==> src/rtl/servo_cycle_sequencer_if.sv <==
// CPU-side register bus and PWM/QEI-side outputs of one servo axis sequencer.
// wr_en is a single-cycle strobe with no back-pressure: every cycle with wr_en=1 is one accepted write.
interface servo_cycle_sequencer_if #(
  parameter int DUTY_W = 12
);
  logic              enable;
  logic              wr_en;
  logic [1:0]        wr_addr;
  logic [DUTY_W-1:0] wr_data;
  logic [DUTY_W-1:0] duty_a;
  logic [DUTY_W-1:0] duty_b;
  logic [DUTY_W-1:0] duty_c;
  logic              duty_update;
  logic              qei_latch;
  logic              irq;
  logic              fault;
  logic [3:0]        miss_count;

  modport master (
    output enable, wr_en, wr_addr, wr_data,
    input  duty_a, duty_b, duty_c, duty_update, qei_latch, irq, fault, miss_count
  );

  modport slave (
    input  enable, wr_en, wr_addr, wr_data,
    output duty_a, duty_b, duty_c, duty_update, qei_latch, irq, fault, miss_count
  );
endinterface

==> src/rtl/servo_cycle_sequencer.sv <==
// Control-period sequencer: QEI latch at each period start, sample irq, atomic duty
// commit at period boundaries, and a latched fault after too many missed commits.
module servo_cycle_sequencer #(
  parameter int DUTY_W        = 12,
  parameter int PERIOD_CYCLES = 2500,
  parameter int SAMPLE_DELAY  = 50,
  parameter int DUTY_MAX      = 2000,
  parameter int MAX_MISSED    = 3
) (
  input  logic                   clk,
  input  logic                   reset,
  servo_cycle_sequencer_if.slave bus,
  output logic [1:0]             o_dbg_state
);
  localparam int CNT_W = $clog2(PERIOD_CYCLES);

  typedef enum logic [1:0] {
    S_IDLE  = 2'd0,
    S_RUN   = 2'd1,
    S_FAULT = 2'd2
  } state_t;

  state_t                  r_state, w_state_n;
  logic [CNT_W-1:0]        r_cnt, w_cnt_n;
  logic [2:0][DUTY_W-1:0]  r_shadow, w_shadow_n;
  logic [2:0][DUTY_W-1:0]  r_duty, w_duty_n;
  logic                    r_pending, w_pending_n;
  logic                    r_irq, w_irq_n;
  logic                    r_update, w_update_n;
  logic                    r_qei, w_qei_n;
  logic                    r_fault, w_fault_n;
  logic [3:0]              r_miss, w_miss_n;

  logic                    w_boundary;
  logic                    w_commit;
  logic                    w_clear;
  logic [3:0]              w_miss_inc;
  logic [DUTY_W-1:0]       w_clamped;

  assign w_boundary = (r_state == S_RUN) && (r_cnt == '0);
  assign w_commit   = bus.wr_en && (bus.wr_addr == 2'd3) && bus.wr_data[0];
  assign w_clear    = bus.wr_en && (bus.wr_addr == 2'd3) && bus.wr_data[1];
  assign w_miss_inc = r_miss + 4'd1;
  assign w_clamped  = (bus.wr_data > DUTY_W'(DUTY_MAX)) ? DUTY_W'(DUTY_MAX) : bus.wr_data;

  always_ff @(posedge clk or posedge reset) begin
    if (reset) begin
      r_state <= S_IDLE;
      r_cnt   <= '0;
    end else begin
      r_state <= w_state_n;
      r_cnt   <= w_cnt_n;
    end
  end

  always_comb begin
    w_state_n   = r_state;
    w_cnt_n     = r_cnt;
    w_shadow_n  = r_shadow;
    w_duty_n    = r_duty;
    w_pending_n = r_pending;
    w_irq_n     = r_irq;
    w_miss_n    = r_miss;
    w_fault_n   = r_fault;
    w_update_n  = 1'b0;
    w_qei_n     = 1'b0;

    // Shadows load in any state; the boundary copy below reads r_shadow, so a
    // write landing in the boundary cycle waits for the next period.
    if (bus.wr_en) begin
      case (bus.wr_addr)
        2'd0:    w_shadow_n[0] = w_clamped;
        2'd1:    w_shadow_n[1] = w_clamped;
        2'd2:    w_shadow_n[2] = w_clamped;
        default: w_shadow_n    = r_shadow;
      endcase
    end

    case (r_state)
      S_IDLE: begin
        w_cnt_n     = '0;
        w_duty_n    = '0;
        w_irq_n     = 1'b0;
        w_pending_n = 1'b0;
        w_miss_n    = 4'd0;
        w_fault_n   = 1'b0;
        if (bus.enable) begin
          w_state_n = S_RUN;
          w_qei_n   = 1'b1;
        end
      end

      S_RUN: begin
        w_fault_n = 1'b0;
        if (!bus.enable) begin
          w_state_n   = S_IDLE;
          w_cnt_n     = '0;
          w_duty_n    = '0;
          w_irq_n     = 1'b0;
          w_pending_n = 1'b0;
          w_miss_n    = 4'd0;
        end else begin
          w_cnt_n = (r_cnt == CNT_W'(PERIOD_CYCLES - 1)) ? '0 : r_cnt + CNT_W'(1);
          w_qei_n = (w_cnt_n == '0);
          if (w_boundary) begin
            if (r_pending) begin
              w_duty_n    = r_shadow;
              w_update_n  = 1'b1;
              w_pending_n = 1'b0;
              w_miss_n    = 4'd0;
            end else if (r_irq) begin
              w_miss_n = w_miss_inc;
            end
          end
          if (w_commit) begin
            w_pending_n = 1'b1;
          end
          // The sample-point set outranks a commit clear landing on the same edge.
          if (w_cnt_n == CNT_W'(SAMPLE_DELAY)) begin
            w_irq_n = 1'b1;
          end else if (w_commit || w_boundary) begin
            w_irq_n = 1'b0;
          end
          if (w_boundary && !r_pending && r_irq && (w_miss_inc == 4'(MAX_MISSED))) begin
            w_state_n   = S_FAULT;
            w_cnt_n     = '0;
            w_qei_n     = 1'b0;
            w_duty_n    = '0;
            w_irq_n     = 1'b0;
            w_pending_n = 1'b0;
            w_fault_n   = 1'b1;
          end
        end
      end

      S_FAULT: begin
        w_cnt_n     = '0;
        w_duty_n    = '0;
        w_irq_n     = 1'b0;
        w_pending_n = 1'b0;
        w_fault_n   = 1'b1;
        if (w_clear) begin
          w_fault_n = 1'b0;
          w_miss_n  = 4'd0;
          w_state_n = bus.enable ? S_RUN : S_IDLE;
          w_qei_n   = bus.enable;
        end
      end

      default: begin
        w_state_n = S_IDLE;
        w_cnt_n   = '0;
      end
    endcase
  end

  always_ff @(posedge clk or posedge reset) begin
    if (reset) begin
      r_shadow  <= '0;
      r_duty    <= '0;
      r_pending <= 1'b0;
      r_irq     <= 1'b0;
      r_update  <= 1'b0;
      r_qei     <= 1'b0;
      r_fault   <= 1'b0;
      r_miss    <= 4'd0;
    end else begin
      r_shadow  <= w_shadow_n;
      r_duty    <= w_duty_n;
      r_pending <= w_pending_n;
      r_irq     <= w_irq_n;
      r_update  <= w_update_n;
      r_qei     <= w_qei_n;
      r_fault   <= w_fault_n;
      r_miss    <= w_miss_n;
    end
  end

  assign bus.duty_a      = r_duty[0];
  assign bus.duty_b      = r_duty[1];
  assign bus.duty_c      = r_duty[2];
  assign bus.duty_update = r_update;
  assign bus.qei_latch   = r_qei;
  assign bus.irq         = r_irq;
  assign bus.fault       = r_fault;
  assign bus.miss_count  = r_miss;
  assign o_dbg_state     = r_state;
endmodule

==> src/flat_wrapper.sv <==
// flat-port wrapper written by rule: the top's interface ports become plain ports
module servo_cycle_sequencer_flat 
#(
  parameter int DUTY_W        = 12,
  parameter int PERIOD_CYCLES = 2500,
  parameter int SAMPLE_DELAY  = 50,
  parameter int DUTY_MAX      = 2000,
  parameter int MAX_MISSED    = 3
)
  (clk, reset, o_dbg_state, bus_enable, bus_wr_en, bus_wr_addr, bus_wr_data, bus_duty_a, bus_duty_b, bus_duty_c, bus_duty_update, bus_qei_latch, bus_irq, bus_fault, bus_miss_count);
  servo_cycle_sequencer_if #(.DUTY_W(DUTY_W)) bus_i ();
  input  logic clk;
  input  logic reset;
  output logic [1:0] o_dbg_state;
  input wire logic [$bits(bus_i.enable)-1:0] bus_enable;
  input wire logic [$bits(bus_i.wr_en)-1:0] bus_wr_en;
  input wire logic [$bits(bus_i.wr_addr)-1:0] bus_wr_addr;
  input wire logic [$bits(bus_i.wr_data)-1:0] bus_wr_data;
  output wire logic [$bits(bus_i.duty_a)-1:0] bus_duty_a;
  output wire logic [$bits(bus_i.duty_b)-1:0] bus_duty_b;
  output wire logic [$bits(bus_i.duty_c)-1:0] bus_duty_c;
  output wire logic [$bits(bus_i.duty_update)-1:0] bus_duty_update;
  output wire logic [$bits(bus_i.qei_latch)-1:0] bus_qei_latch;
  output wire logic [$bits(bus_i.irq)-1:0] bus_irq;
  output wire logic [$bits(bus_i.fault)-1:0] bus_fault;
  output wire logic [$bits(bus_i.miss_count)-1:0] bus_miss_count;
  assign bus_i.enable = bus_enable;
  assign bus_i.wr_en = bus_wr_en;
  assign bus_i.wr_addr = bus_wr_addr;
  assign bus_i.wr_data = bus_wr_data;
  assign bus_duty_a = bus_i.duty_a;
  assign bus_duty_b = bus_i.duty_b;
  assign bus_duty_c = bus_i.duty_c;
  assign bus_duty_update = bus_i.duty_update;
  assign bus_qei_latch = bus_i.qei_latch;
  assign bus_irq = bus_i.irq;
  assign bus_fault = bus_i.fault;
  assign bus_miss_count = bus_i.miss_count;
  servo_cycle_sequencer #(.DUTY_W(DUTY_W), .PERIOD_CYCLES(PERIOD_CYCLES), .SAMPLE_DELAY(SAMPLE_DELAY), .DUTY_MAX(DUTY_MAX), .MAX_MISSED(MAX_MISSED)) u_core (.clk(clk), .reset(reset), .bus(bus_i), .o_dbg_state(o_dbg_state));
endmodule
==> config.mk <==
export PLATFORM = sky130hd
export DESIGN_NAME = servo_cycle_sequencer_flat
export DESIGN_NICKNAME = d
export VERILOG_FILES = /design/src/rtl/servo_cycle_sequencer_if.sv /design/src/rtl/servo_cycle_sequencer.sv /design/src/flat_wrapper.sv
export SDC_FILE = /design/constraint.sdc
export NUM_CORES = 1
export LEC_CHECK = 0
export CORE_ASPECT_RATIO = 0.6
export CORE_MARGIN = 2
export CORE_UTILIZATION = 49
export CTS_CLUSTER_DIAMETER = 100
export DETAILED_ROUTE_END_ITERATION = 10
export PLACE_DENSITY = 0.76
export SLEW_MARGIN = 40
export SYNTH_ARGS = -nofsm -noshare
export SYNTH_HDL_FRONTEND = slang
export SYNTH_SLANG_ARGS = --single-unit
==> constraint.sdc <==
create_clock -name clk -period 3.04 [get_ports clk]
set_clock_uncertainty 0.05 [all_clocks]
set_input_delay 0.608 -clock clk [delete_from_list [all_inputs] [get_ports clk]]
set_output_delay 0.608 -clock clk [all_outputs]
set_load 0.01 [all_outputs]
==> flow_summary.toml <==
[power_and_ir_drop]
seqPwrFrac_pct = 46.0
power.switching_mw = 1.04
p_leak_nw = 2.26
clkPwrFrac_pct = 30.8
powerDensity_nw_per_um2 = 647
p_int_mw = 2.36
pwr-share-comb_pct = 23.2
p_sw_share_pct = 30.5
ir_drop_mv = 0.303

[sta]
rsz0062_at_grt = "no"
setup_violations = 0
max_freq_mhz = 366
hold_viol = 0
min_period_ns = 2.73
tns_ns = 0
slew_headroom_pct = 52.0
drv_slew = 0
finalCritPeriodShare_pct = 89.9
tightest_slew_ns = 0.718

[outcome]
status = "finished, final reports clean"

[yosys]
synth_edf_count = 0
ys.flop_type = "dfrtp_1"
syn_area_per_cell_um2 = 9.30
ys_ff_latch = 95
yosysWarnings = 0
yosysUniqueCellTypes = 50
syn_area_um2 = 4270
synth_cells = 459
seq_area_frac_synth_pct = 55.7
syn_nets = 487
synthArstFlopShare_pct = 100

[global_route]
antenna_found_initial = 0
grt_max_degree = 73
grt_usage_pct = 22.4
overflow = 0
grt_pass1_vias = 3263
grt_first_pass_wirelength_um = 16800

[setup_path]
start_kind = "flop"
max_stage_delay_ns = 0.61
end_kind = "flop"
critical_path.top_delay_family = "simple AND/OR/NAND/NOR gates"
r2r_cells = 7
cp_max_fo = 8
cp.arrival_ns = 2.91
crit_slowest_cell = "or4b_1"
path_cells = "ha_1 > nand3_1 > or4b_1 > nand3_1 > a31o_2 > nand2_1 > a2111oi_2"
path_depth = 7
path_class = "flop to flop"
critPathRequiredTime_ns = 3.21
crit_buf_inv = 0
cp_common_cell = "nand3_1"

[die]
pin_count = 64
chipWidth_um = 124
die-area_um2 = 9490
die-height_um = 76.3
start_util_pct = 50.3
core_um2 = 8490
rows = 26

[placed_design]
numPortBuffers = 63
globalplace.congestion = 0.922
dp_hpwl_um = 7090

[routing]
drt_iter0_markers = 214
vias = 3438
drc_errors = 0
vias_per_cell = 5.46
wl_per_cell_um = 15.6
drtPass1Iterations = 5
ant_nets = 0
postRouteWirelength_um = 9810

[clock_tree]
cts_tree = "done"
cts_hold_buf = 0
cts_setup_buffers = 0
clk_pin_slew_worst_paths_ns = 0.06
clock_path_buffers = 2
clk_latency_ns = 0.35
htreeDepth = 3
cts-root-buf = "clkbuf_16"
cts_resized = 0
clock-sinks = 95
cts_made_buffers = 9

[finish]
final_common_cell = "nand2_1"
final_util_pct = 61.9
drive_gt1_share_pct = 5.60
area_growth_pct = 23.3
nFillCells = 693
num_antenna_cells = 0
final_nets = 541
layout_common_cells = "132 x nand2_1, 95 x dfrtp_1, 75 x o21ai_0, 63 x clkdlybuf4s50_1, 29 x nor2_1"

[worst_hold_path]
hold_depth = 2
hold_path.class = "flop to flop"

[job]
maxCapViolations = 0
[flip-flops by register name, indices dropped and copies added, names as in the netlist]
register / flops
u_core.bus.duty_a: 12
u_core.bus.duty_b: 12
u_core.bus.duty_c: 12
u_core.bus.duty_update: 1
u_core.bus.fault: 1
u_core.bus.irq: 1
u_core.bus.miss_count: 4
u_core.bus.qei_latch: 1
u_core.o_dbg_state: 2
u_core.r_cnt: 12
u_core.r_pending: 1
u_core.r_shadow: 36
[power groups by stage]
stage	logic (mW)	clock network [mW]	registers, mW
finish	0.788	1.05	1.57
global route	0.884	1.11	1.59
CTS	0.793	1.07	1.57
detailed placement	0.791	0	1.59
global placement	0.769	0	1.58
floorplan	0.409	0	1.60
[final cells by class]
| class | count | area, um2 | share of cell area [%] |
|---|---|---|---|
| repair buffers | 67 | 686 | 13.0 |
| inverters | 9 | 37.5 | 0.714 |
| multi-input cells | 331 | 1740 | 33.1 |
| well taps | 112 | 140 | 2.66 |
| clock inverters | 4 | 30.0 | 0.571 |
| clock buffers | 12 | 246 | 4.69 |
| flip-flops and latches | 95 | 2380 | 45.2 |
[cell families (layout without fill, tap and decap cells)]
kind of cell | after synthesis | count (layout) | share of synthesized area, %
AO/OA/AOI/OAI | 99 | 99 | 13.1
multiplexers | 1 | 1 | 0.264
XOR/XNOR | 14 | 14 | 2.87
AND/OR/NAND/NOR | 207 | 207 | 21.4
flip-flops | 95 | 95 | 55.7
adder cells (fa/ha/maj) | 10 | 10 | 2.93
buffers and inverters | 33 | 92 | 3.72
[metal layers]
layer  vias to the layer above  track usage [%]  routed length, um
met1                      1677             35.0               5040
met3                        13             5.69                609
met4                         0             6.52                124
met5                         -                0                  0
li1                       1660                -                  -
met2                        88             30.8               4040
[stage by stage]
stage               setup slack [ns]  area [um2]  total power [mW]  hold WS (ns)  instances
floorplan                      0.791        4270              2.01         0.400        459
global placement               0.429        4970              2.35         0.413        614
detailed placement             0.371        4980              2.38         0.421        614
CTS                            0.353        5260              3.43         0.435        630
global route                   0.193        5260              3.59         0.453        630
finish                         0.308        5260              3.40         0.428        630
[worst register-to-register path: stages (launching register included)]
cell and delay (ns):
dfrtp_1 0.49, ha_1 0.34, nand3_1 0.35, or4b_1 0.61, nand3_1 0.10, a31o_2 0.19, nand2_1 0.09, a2111oi_2 0.39
[path summary, 6_finish.rpt]
check                               startpoint                   end  slack, ns
max in group asynchronous                reset    u_core.r_shadow[3]       1.65
max reg2reg                    u_core.r_cnt[0]  u_core.bus.qei_latch       0.31
min reg2reg                u_core.r_shadow[19]   u_core.r_shadow[19]       0.43
max                            u_core.r_cnt[0]  u_core.bus.qei_latch       0.31
min in group asynchronous                reset      u_core.bus.fault       0.67
min                        u_core.r_shadow[19]   u_core.r_shadow[19]       0.43
[synth_stat cells, types with 4 or more instances]
cell type | instances | area (um2)
o21ai_0 | 75 | 375
clkbuf_1 | 16 | 60.1
nor4_1 | 4 | 25.0
inv_1 | 9 | 33.8
a21oi_1 | 4 | 20.0
nand2_1 | 132 | 495
xnor2_1 | 8 | 70.1
buf_2 | 4 | 20.0
nor3_1 | 6 | 30.0
nand3_1 | 9 | 45.0
dfrtp_1 | 95 | 2380
xor2_1 | 6 | 52.6
nor2_1 | 29 | 109
ha_1 | 10 | 125
(Power assumes the default switching activity.)
